$ cat config.mk
export PLATFORM = sky130hd
export DESIGN_NAME = grf_multiport
export DESIGN_NICKNAME = d
export VERILOG_FILES = /design/src/rtl/grf_multiport_pkg.sv /design/src/rtl/grf_scoreboard.sv /design/src/rtl/grf_multiport.sv
export SDC_FILE = /design/constraint.sdc
export NUM_CORES = 2
export LEC_CHECK = 0
export CORE_ASPECT_RATIO = 1.2
export CORE_MARGIN = 2
export CORE_UTILIZATION = 45
export CTS_CLUSTER_SIZE = 10
export DETAILED_ROUTE_END_ITERATION = 16
export MAX_ROUTING_LAYER = met4
export SYNTH_ARGS = -nofsm -noshare
export SYNTH_HDL_FRONTEND = slang
export SYNTH_SLANG_ARGS = --single-unit
$ cat constraint.sdc
create_clock -name Clk -period 5.1 [get_ports Clk]
set_clock_uncertainty 0.1 [all_clocks]
set_input_delay 1.53 -clock Clk [delete_from_list [all_inputs] [get_ports Clk]]
set_output_delay 1.53 -clock Clk [all_outputs]
set_load 0.02 [all_outputs]
$ cat src/rtl/grf_multiport_pkg.sv
// Shared definitions for the multi-port general register file:
// default geometry, the hard-wired zero register, and the trace record layout.
package grf_multiport_pkg;

  localparam int unsigned DW_DEF   = 32;
  localparam int unsigned AW_DEF   = 5;
  localparam int unsigned ZERO_REG = 0;

  typedef struct packed {
    logic              valid;
    logic [AW_DEF-1:0] addr;
    logic [DW_DEF-1:0] data;
    logic [31:0]       pc;
  } trace_rec_t;

  function automatic int unsigned cnt_max(input int unsigned cw);
    return (32'd1 << cw) - 32'd1;
  endfunction

endpackage

$ cat src/rtl/grf_scoreboard.sv
// Per-register pending-write counters: issue increments, retiring writes decrement,
// saturating at both ends so protocol errors never wrap a counter.
module grf_scoreboard
  import grf_multiport_pkg::*;
#(
  parameter int AW  = AW_DEF,
  parameter int NRD = 2,
  parameter int CW  = 2
) (
  input  logic              Clk,
  input  logic              Reset,
  input  logic [NRD*AW-1:0] RA,
  input  logic              IV,
  input  logic [AW-1:0]     IA,
  input  logic [1:0]        WE,
  input  logic [2*AW-1:0]   WA,
  input  logic [1:0]        WCLR,
  output logic [NRD-1:0]    RBUSY,
  output logic              ISTALL
);

  localparam int unsigned NREG = 2**AW;
  localparam logic [CW-1:0] CMAX = CW'(cnt_max(CW));

  logic [CW-1:0] r_cnt  [NREG];
  logic [CW-1:0] w_next [NREG];
  logic          w_inc;
  logic [CW:0]   w_up;
  logic [1:0]    w_dn;

  always_comb begin
    ISTALL = (IA != AW'(ZERO_REG)) && (r_cnt[IA] == CMAX);
    for (int unsigned i = 0; i < NRD; i++) begin
      RBUSY[i] = (r_cnt[RA[i*AW +: AW]] != '0);
    end
  end

  // Next-count is cnt + inc - dec with a floor of zero; the ceiling is
  // guaranteed by blocking issue while ISTALL is high.
  always_comb begin
    w_inc = IV && (IA != AW'(ZERO_REG)) && !ISTALL;
    w_up  = '0;
    w_dn  = '0;
    for (int unsigned r = 0; r < NREG; r++) begin
      w_up = {1'b0, r_cnt[AW'(r)]} + (CW+1)'(w_inc && (IA == AW'(r)));
      w_dn = 2'(WE[0] && WCLR[0] && (WA[0 +: AW] == AW'(r)))
           + 2'(WE[1] && WCLR[1] && (WA[AW +: AW] == AW'(r)));
      if (r == ZERO_REG) begin
        w_next[AW'(r)] = '0;
      end else if ((CW+1)'(w_dn) > w_up) begin
        w_next[AW'(r)] = '0;
      end else begin
        w_next[AW'(r)] = CW'(w_up - (CW+1)'(w_dn));
      end
    end
  end

  always_ff @(posedge Clk) begin
    for (int unsigned r = 0; r < NREG; r++) begin
      if (Reset) begin
        r_cnt[AW'(r)] <= '0;
      end else begin
        r_cnt[AW'(r)] <= w_next[AW'(r)];
      end
    end
  end

endmodule

$ cat src/rtl/grf_multiport.sv
// Multi-port general register file: two prioritised write ports, NRD combinational
// read ports with optional write bypass, pending-write scoreboard and write trace.
module grf_multiport
  import grf_multiport_pkg::*;
#(
  parameter int DW     = DW_DEF,
  parameter int AW     = AW_DEF,
  parameter int NRD    = 2,
  parameter int BYPASS = 1,
  parameter int CW     = 2
) (
  input  logic              Clk,
  input  logic              Reset,
  input  logic [NRD*AW-1:0] RA,
  output logic [NRD*DW-1:0] RD,
  output logic [NRD-1:0]    RBUSY,
  input  logic [1:0]        WE,
  input  logic [2*AW-1:0]   WA,
  input  logic [2*DW-1:0]   WD,
  input  logic [63:0]       WPC,
  input  logic [1:0]        WCLR,
  input  logic              IV,
  input  logic [AW-1:0]     IA,
  output logic              ISTALL,
  output logic [1:0]        TV,
  output logic [2*AW-1:0]   TA,
  output logic [2*DW-1:0]   TD,
  output logic [63:0]       TPC
);

  localparam int unsigned NREG = 2**AW;

  logic [DW-1:0]   r_regs [NREG];
  logic [1:0]      r_tv;
  logic [2*AW-1:0] r_ta;
  logic [2*DW-1:0] r_td;
  logic [63:0]     r_tpc;
  logic [1:0]      w_wvld;
  logic [AW-1:0]   w_ra;

  always_comb begin
    for (int unsigned k = 0; k < 2; k++) begin
      w_wvld[k] = WE[k] && (WA[k*AW +: AW] != AW'(ZERO_REG));
    end
  end

  // Port 1 is applied after port 0 so it wins same-address collisions.
  always_ff @(posedge Clk) begin
    if (Reset) begin
      for (int unsigned r = 0; r < NREG; r++) begin
        r_regs[AW'(r)] <= '0;
      end
      r_tv  <= '0;
      r_ta  <= '0;
      r_td  <= '0;
      r_tpc <= '0;
    end else begin
      for (int unsigned k = 0; k < 2; k++) begin
        if (w_wvld[k]) begin
          r_regs[WA[k*AW +: AW]] <= WD[k*DW +: DW];
          r_ta[k*AW +: AW]       <= WA[k*AW +: AW];
          r_td[k*DW +: DW]       <= WD[k*DW +: DW];
          r_tpc[k*32 +: 32]      <= WPC[k*32 +: 32];
        end
      end
      r_tv <= w_wvld;
    end
  end

  always_comb begin
    RD   = '0;
    w_ra = '0;
    for (int unsigned i = 0; i < NRD; i++) begin
      w_ra = RA[i*AW +: AW];
      if (w_ra != AW'(ZERO_REG)) begin
        RD[i*DW +: DW] = r_regs[w_ra];
        if (BYPASS != 0) begin
          if (w_wvld[0] && (WA[0 +: AW] == w_ra)) RD[i*DW +: DW] = WD[0 +: DW];
          if (w_wvld[1] && (WA[AW +: AW] == w_ra)) RD[i*DW +: DW] = WD[DW +: DW];
        end
      end
    end
  end

  assign TV  = r_tv;
  assign TA  = r_ta;
  assign TD  = r_td;
  assign TPC = r_tpc;

  grf_scoreboard #(
    .AW  (AW),
    .NRD (NRD),
    .CW  (CW)
  ) u_scoreboard (
    .Clk    (Clk),
    .Reset  (Reset),
    .RA     (RA),
    .IV     (IV),
    .IA     (IA),
    .WE     (WE),
    .WA     (WA),
    .WCLR   (WCLR),
    .RBUSY  (RBUSY),
    .ISTALL (ISTALL)
  );

endmodule

# [After elaboration in Yosys (flattened, before gate mapping)]
# Memory sizes are Yosys's and may differ from the RTL's.
# Cells that the tools add are included.
# Widths: inputs -> output; s select.
[word_totals] in_bits=160 mem_bits_rw=1088 n_memories=2 rom_bits=0 latch_bits=0 reg_bits=140
[classes] n_bitwise=32 eq_ne=98 shift=0 div_mod_pow=0 muxes=84 n_reduce_logical=114 multipliers=0 magnitude_cmp=31 add_sub_neg=93
[memory_table] name="r_regs" words=32 width=32 read_ports=2 rd_clocked_by_memory_dff=0 write_ports=32 line="grf_multiport.sv:33" rtl="logic [DW-1:0] r_regs [NREG];"
[memory_table] name="u_scoreboard.r_cnt" words=32 width=2 read_ports=34 rd_clocked_by_memory_dff=0 write_ports=32 line="grf_scoreboard.sv:25" rtl="logic [CW-1:0] r_cnt [NREG];"
[op_table] operator="$mux 32" n=8
[op_table] operator="$eq 5x5->1 const B" n=48
[op_table] operator="$mux 2" n=63
[op_table] operator="$eq 5x4->1 const B" n=24
[op_table] operator="$logic_and 1x1->1" n=104
[op_table] operator="$add 2x1->3" n=31
[op_table] operator="$gt 2x3->1" n=31
[op_table] operator="$reduce_or 32->1" n=2
[op_table] operator="$add 1x1->2" n=31
[op_table] operator="$sub 2x2->2" n=31
[op_table] operator="$eq 5x3->1 const B" n=12
[op_table] operator="$or 1x1->1" n=32
[op_table] operator="$eq 5x2->1 const B" n=6
[op_table] operator="$reduce_bool 5->1" n=5
[op_table] operator="$eq 5x5->1" n=4
[op_table] operator="$eq 5x1->1 const B" n=3
[op_table] operator="$mux 1" n=11
[op_table] operator="$mux 5" n=2
[op_table] operator="$reduce_bool 2->1" n=2
[op_table] operator="$eq 2x2->1 const B" n=1
[op_table] operator="$logic_not 1->1" n=1

# [Depth between registers and ports, before layout]
# An unclocked memory read counts as a cell.
[logic_depth] word_depth=10 depth_mapped=16 mapped_depth_nobuf=13

# [By module]
# A second synthesis with hierarchy kept.
[unflattened] cells_unflattened=6386 area_unflattened_um2=73135.1
[by_module_without_submodules] module="grf_multiport" cells_each=5493 area_per_inst_um2=65909.5 seq_area_each_um2=33552.2 instances=1
[by_module_without_submodules] module="grf_scoreboard" cells_each=893 area_per_inst_um2=7225.7 seq_area_each_um2=1241.2 instances=1

# [Worst setup path before layout]
# OpenSTA, ideal clock, no wires.
[synth_path] path_kind="input-to-output" from="input RA[1]" to="output RD[10]" arrival_time_ps=3576 n_path_buf=3 slack_ps=-106 required_ps=3470 path_stages=8 path_cell_list="buf_2 -> buf_2 -> buf_1 -> mux4_2 -> mux4_2 -> or2_0 -> nand4_1 -> o221ai_1"
[synth_between] elab_chain_cells=5
[synth_lines] item="start: declaration" line="grf_multiport.sv:14" rtl="input logic [NRD*AW-1:0] RA,"
[synth_lines] item="branches (longest 4 deep; another with $mem_v2 32x32)"
[synth_lines] item="$mux 32 *" line="grf_multiport.sv:75" rtl="if (w_ra != AW'(ZERO_REG)) begin"
[synth_lines] item="end: declaration" line="grf_multiport.sv:15" rtl="output logic [NRD*DW-1:0] RD,"
# Every way passes the cells marked *.

# [Worst setup path in the final report]
[layout_path] from="input RA[0]" to="output RD[31]"
# Same word-level chain as after synthesis.

==> run_results.csv <==
group,metric,value,unit
run_status,run_status,"finished, violations left",
run_status,violations,"negative setup slack",
clocking,cts_inserted_buffers,145,
synthesis,synth_area_leader_cell,"edfxtp_1",
power_and_ir_drop,power.internal,0.0190,W
power_and_ir_drop,leakagePower,33.3,nW
worst_setup_path,end_kind,"primary output",
sta,report.final.slew_viol_count,0,
routing,final_wirelength,312,mm
global_route,first_global_vias,59300,
sta,fin_crit_sh,108,%
worst_setup_path,crit_family,"multiplexers",
place,place_worst_setup_slack,-1120,ps
finish,layout_cell_share_with_drive_strength_beyond_1,29.7,%
synthesis,post_synth_main_area_contributors,"edfxtp_1, mux4_2, a22o_1",
power_and_ir_drop,power.share.combinational,19.2,%
die,die_extent_in_y,442,um
sta,fin_setup_tns,-14030,ps
sta,timing.final.setup_violations,65,
global_route,globalRouteTotalUtil,38.6,%
routing,drt.antenna.violating_nets,0,
synthesis,post-synth-top-count-cell,"edfxtp_1",
finish,syn_to_layout_area_delta,26.5,%
worst_setup_path,cpPeakStageDelay,580,ps
worst_setup_path,crit_buf_inv,4,
die,fp.coreArea,158000,um^2
synthesis,synth.cells.most_frequent,"edfxtp_1, a22o_1, clkbuf_1, nand2_1, mux4_2",
place,dp_hpwl,200,mm
worst_setup_path,cp.arrival,3860,ps
worst_setup_path,worst-setup-path-type,"in -> out",
synthesis,post_synth_instance_area,71800,um^2
worst_setup_path,critical_path_launch_point_type,"input port",
synthesis,synth_sequential_area_ratio,48.5,%
synthesis,synth-edff-count,1024,
synthesis,synth_largest_type_area_fraction,42.8,%
power_and_ir_drop,powerDensity,292,nW/um^2
power_and_ir_drop,power.switching_fraction,28.3,%
run,timing.max_cap.violations,0,
die,initial_utilization,45.3,%
synthesis,post_synth.cell_area_avg,12.4,um^2
die,design.die.area,163000,um^2
worst_setup_path,critical_path.cell_chain,"buf_16 > buf_8 > buf_6 > mux4_2 > mux4_2 > or2_0 > nand4_1 > o221ai_4 > buf_6",
synthesis,postSynth.asyncResetShare,0,%
power_and_ir_drop,proportion_of_power_drawn_by_flip_flops_and_latches,44.3,%
worst_setup_path,slowest_stage,"mux4_2",
die,dieWidth,369,um
global_route,grt_start_max_net_pins,138,
sta,final_period_minus_worst_setup_slack,5490,ps
die,boundaryPins,367,
synthesis,synth_warnings,0,
routing,wl_per_cell,36.3,um
global_route,grt_remaining_overflow,0,
routing,detail_route.drc_violations,0,
routing,viasPerCell,7.03,
clocking,clk_root_buffer_cell,"clkbuf_16",
synthesis,synth_cell_types,60,
clocking,cts.reportedPaths.clkPinSlew,50,ps
clocking,cts_hold_buf,0,
synthesis,synth_flop_cell,"edfxtp_1",
clocking,clk_latency_worst_skew_pair,810,ps
synthesis,ys_seq_elements,1226,
place,portBuffers,366,
place,place_congestion,0.984,
sta,worstMarginPinSlew,950,ps
sta,hold_viol_final,0,
clocking,cts.sinks,1226,
routing,detailedRoute.firstIterationViolations,8484,
sta,rsz0062_at_grt,"yes",
clocking,cts_tree,"yes",
routing,drt_pre_antenna_iters,6,
worst_setup_path,cp_max_fo,5,
power_and_ir_drop,share_clk_of_total_power,36.5,%
worst_setup_path,worstPathRequired,3470,ps
global_route,antenna_found_initial,9,
power_and_ir_drop,vdd_drop_max,0.383,mV
global_route,global_route_wire_length_before_repair,434,mm
clocking,ctsLongestPathBuffers,3,
routing,via_count,60500,
sta,maxSlewHeadroom,36.4,%
synthesis,syn_inst,5811,
sta,fmax,0.182,GHz
power_and_ir_drop,netSwitchingPower,0.00749,W
min_path,min-delay-path-class,"reg -> reg",
clocking,cts-htree-levels,4,
die,num_rows,160,
sta,setup_ws_final,-391,ps
finish,num-nets-final,6769,
## worst min-delay path, cell delays in order (launching register included)
cell	delay, ps
dfxtp_1	300
nand2_1	50
a21oi_1	50
## power by group through the flow
stage	Combinational, W	Clock (W)	Sequential (W)
finish	0.00509	0.00966	0.0117
global route	0.00521	0.0100	0.0118
CTS	0.00481	0.00968	0.0117
detailed placement	0.00449	0	0.0119
global placement	0.00447	0	0.0119
floorplan	0.00232	0	0.0119
## through the flow
stage | hold WS [ps] | power [W] | area, um^2 | util, % | std cells
finish | 353 | 0.0265 | 90800 | 57.4 | 8603
global route | 368 | 0.0270 | 90800 | 57.4 | 8601
CTS | 356 | 0.0262 | 89500 | 56.5 | 8552
detailed placement | 348 | 0.0164 | 82800 | 52.3 | 8249
global placement | 341 | 0.0164 | 82800 | 52.3 | 8249
floorplan | 433 | 0.0142 | 72100 | - | 5842
## placed cells by master, fill, tap and decap left out, types with 31 or more instances in the layout
cell and n:
buf_4 582, buf_12 158, mux2i_1 295, edfxtp_1 1024
conb_1 32, nor2b_1 40, a22o_1 990, mux4_2 410
ha_1 186, nand2_1 487, buf_6 118, clkbuf_16 152
a21oi_1 172, o21ai_0 54, dfxtp_1 202, inv_1 127
a22oi_2 31, o221ai_2 73, buf_8 33, xor2_1 34
clkdlybuf4s50_1 274, clkbuf_1 38, o22ai_1 43, nand4_1 37
o221ai_1 98, nor2_1 221, nand2b_1 37, a32o_2 31
## per-layer routing
layer  wire [um]  share of wire, %  GRT usage (%)  vias up
met5           0                 0              -        -
met4       21100               6.8           24.2        0
met3       38600                12           10.2     1133
met2      141000                45           57.6     4901
met1      111000                36           46.6    30300
li1            -                 -              -    24200
## registers in the layout, summed over array words and instances, names as in the netlist
name	flops
TV	2
TA	10
TD	64
r_regs	1024
u_scoreboard.r_cnt	62
TPC	64
## what timing repair did
action | 4_1_cts | 5_1_grt
gates cloned | 13 | 6
setup endpoints to repair | 67 | 66
resized for setup | 573 | 195
buffers inserted | 85 | 43
pin swaps | 115 | 99
## area by class of cell
type | count | area [um^2]
Antenna cell | 11 | 27.5
Clock buffer | 191 | 3900
Clock inverter | 19 | 213
Fill cell | 12500 | 67500
Inverter | 128 | 482
Multi-Input combinational cell | 3711 | 35700
Sequential cell | 1226 | 34800
Tap cell | 2106 | 2640
Timing Repair Buffer | 1211 | 13000
## worst paths after layout
| kind | start | endpoint | slack (ps) | cells past startpoint |
|---|---|---|---|---|
| worst max-delay path | RA[0] | RD[31] | -390 | 9 |
| worst min-delay path | TPC[18]$_SDFFE_PP0P_ | TPC[18]$_SDFFE_PP0P_ | 350 | 2 |
| worst max register to register | u_scoreboard.r_cnt[19][1]$_SDFF_PP0_ | u_scoreboard.r_cnt[28][1]$_SDFF_PP0_ | 1540 | 15 |
| worst min register to register | TPC[18]$_SDFFE_PP0P_ | TPC[18]$_SDFFE_PP0P_ | 350 | 2 |
## logic make-up after synthesis
logic type | Yosys count | share of synthesized area (%)
compound gates | 1641 | 18.4
xor+xnor | 51 | 0.622
fa+ha+maj | 186 | 3.24
buf+inv | 905 | 5.12
flops | 1226 | 48.5
mux | 756 | 17.7
other cells | 1 | 0.00522
simple gates | 1045 | 6.42
No activity file was read; power rests on OpenSTA's default activity.
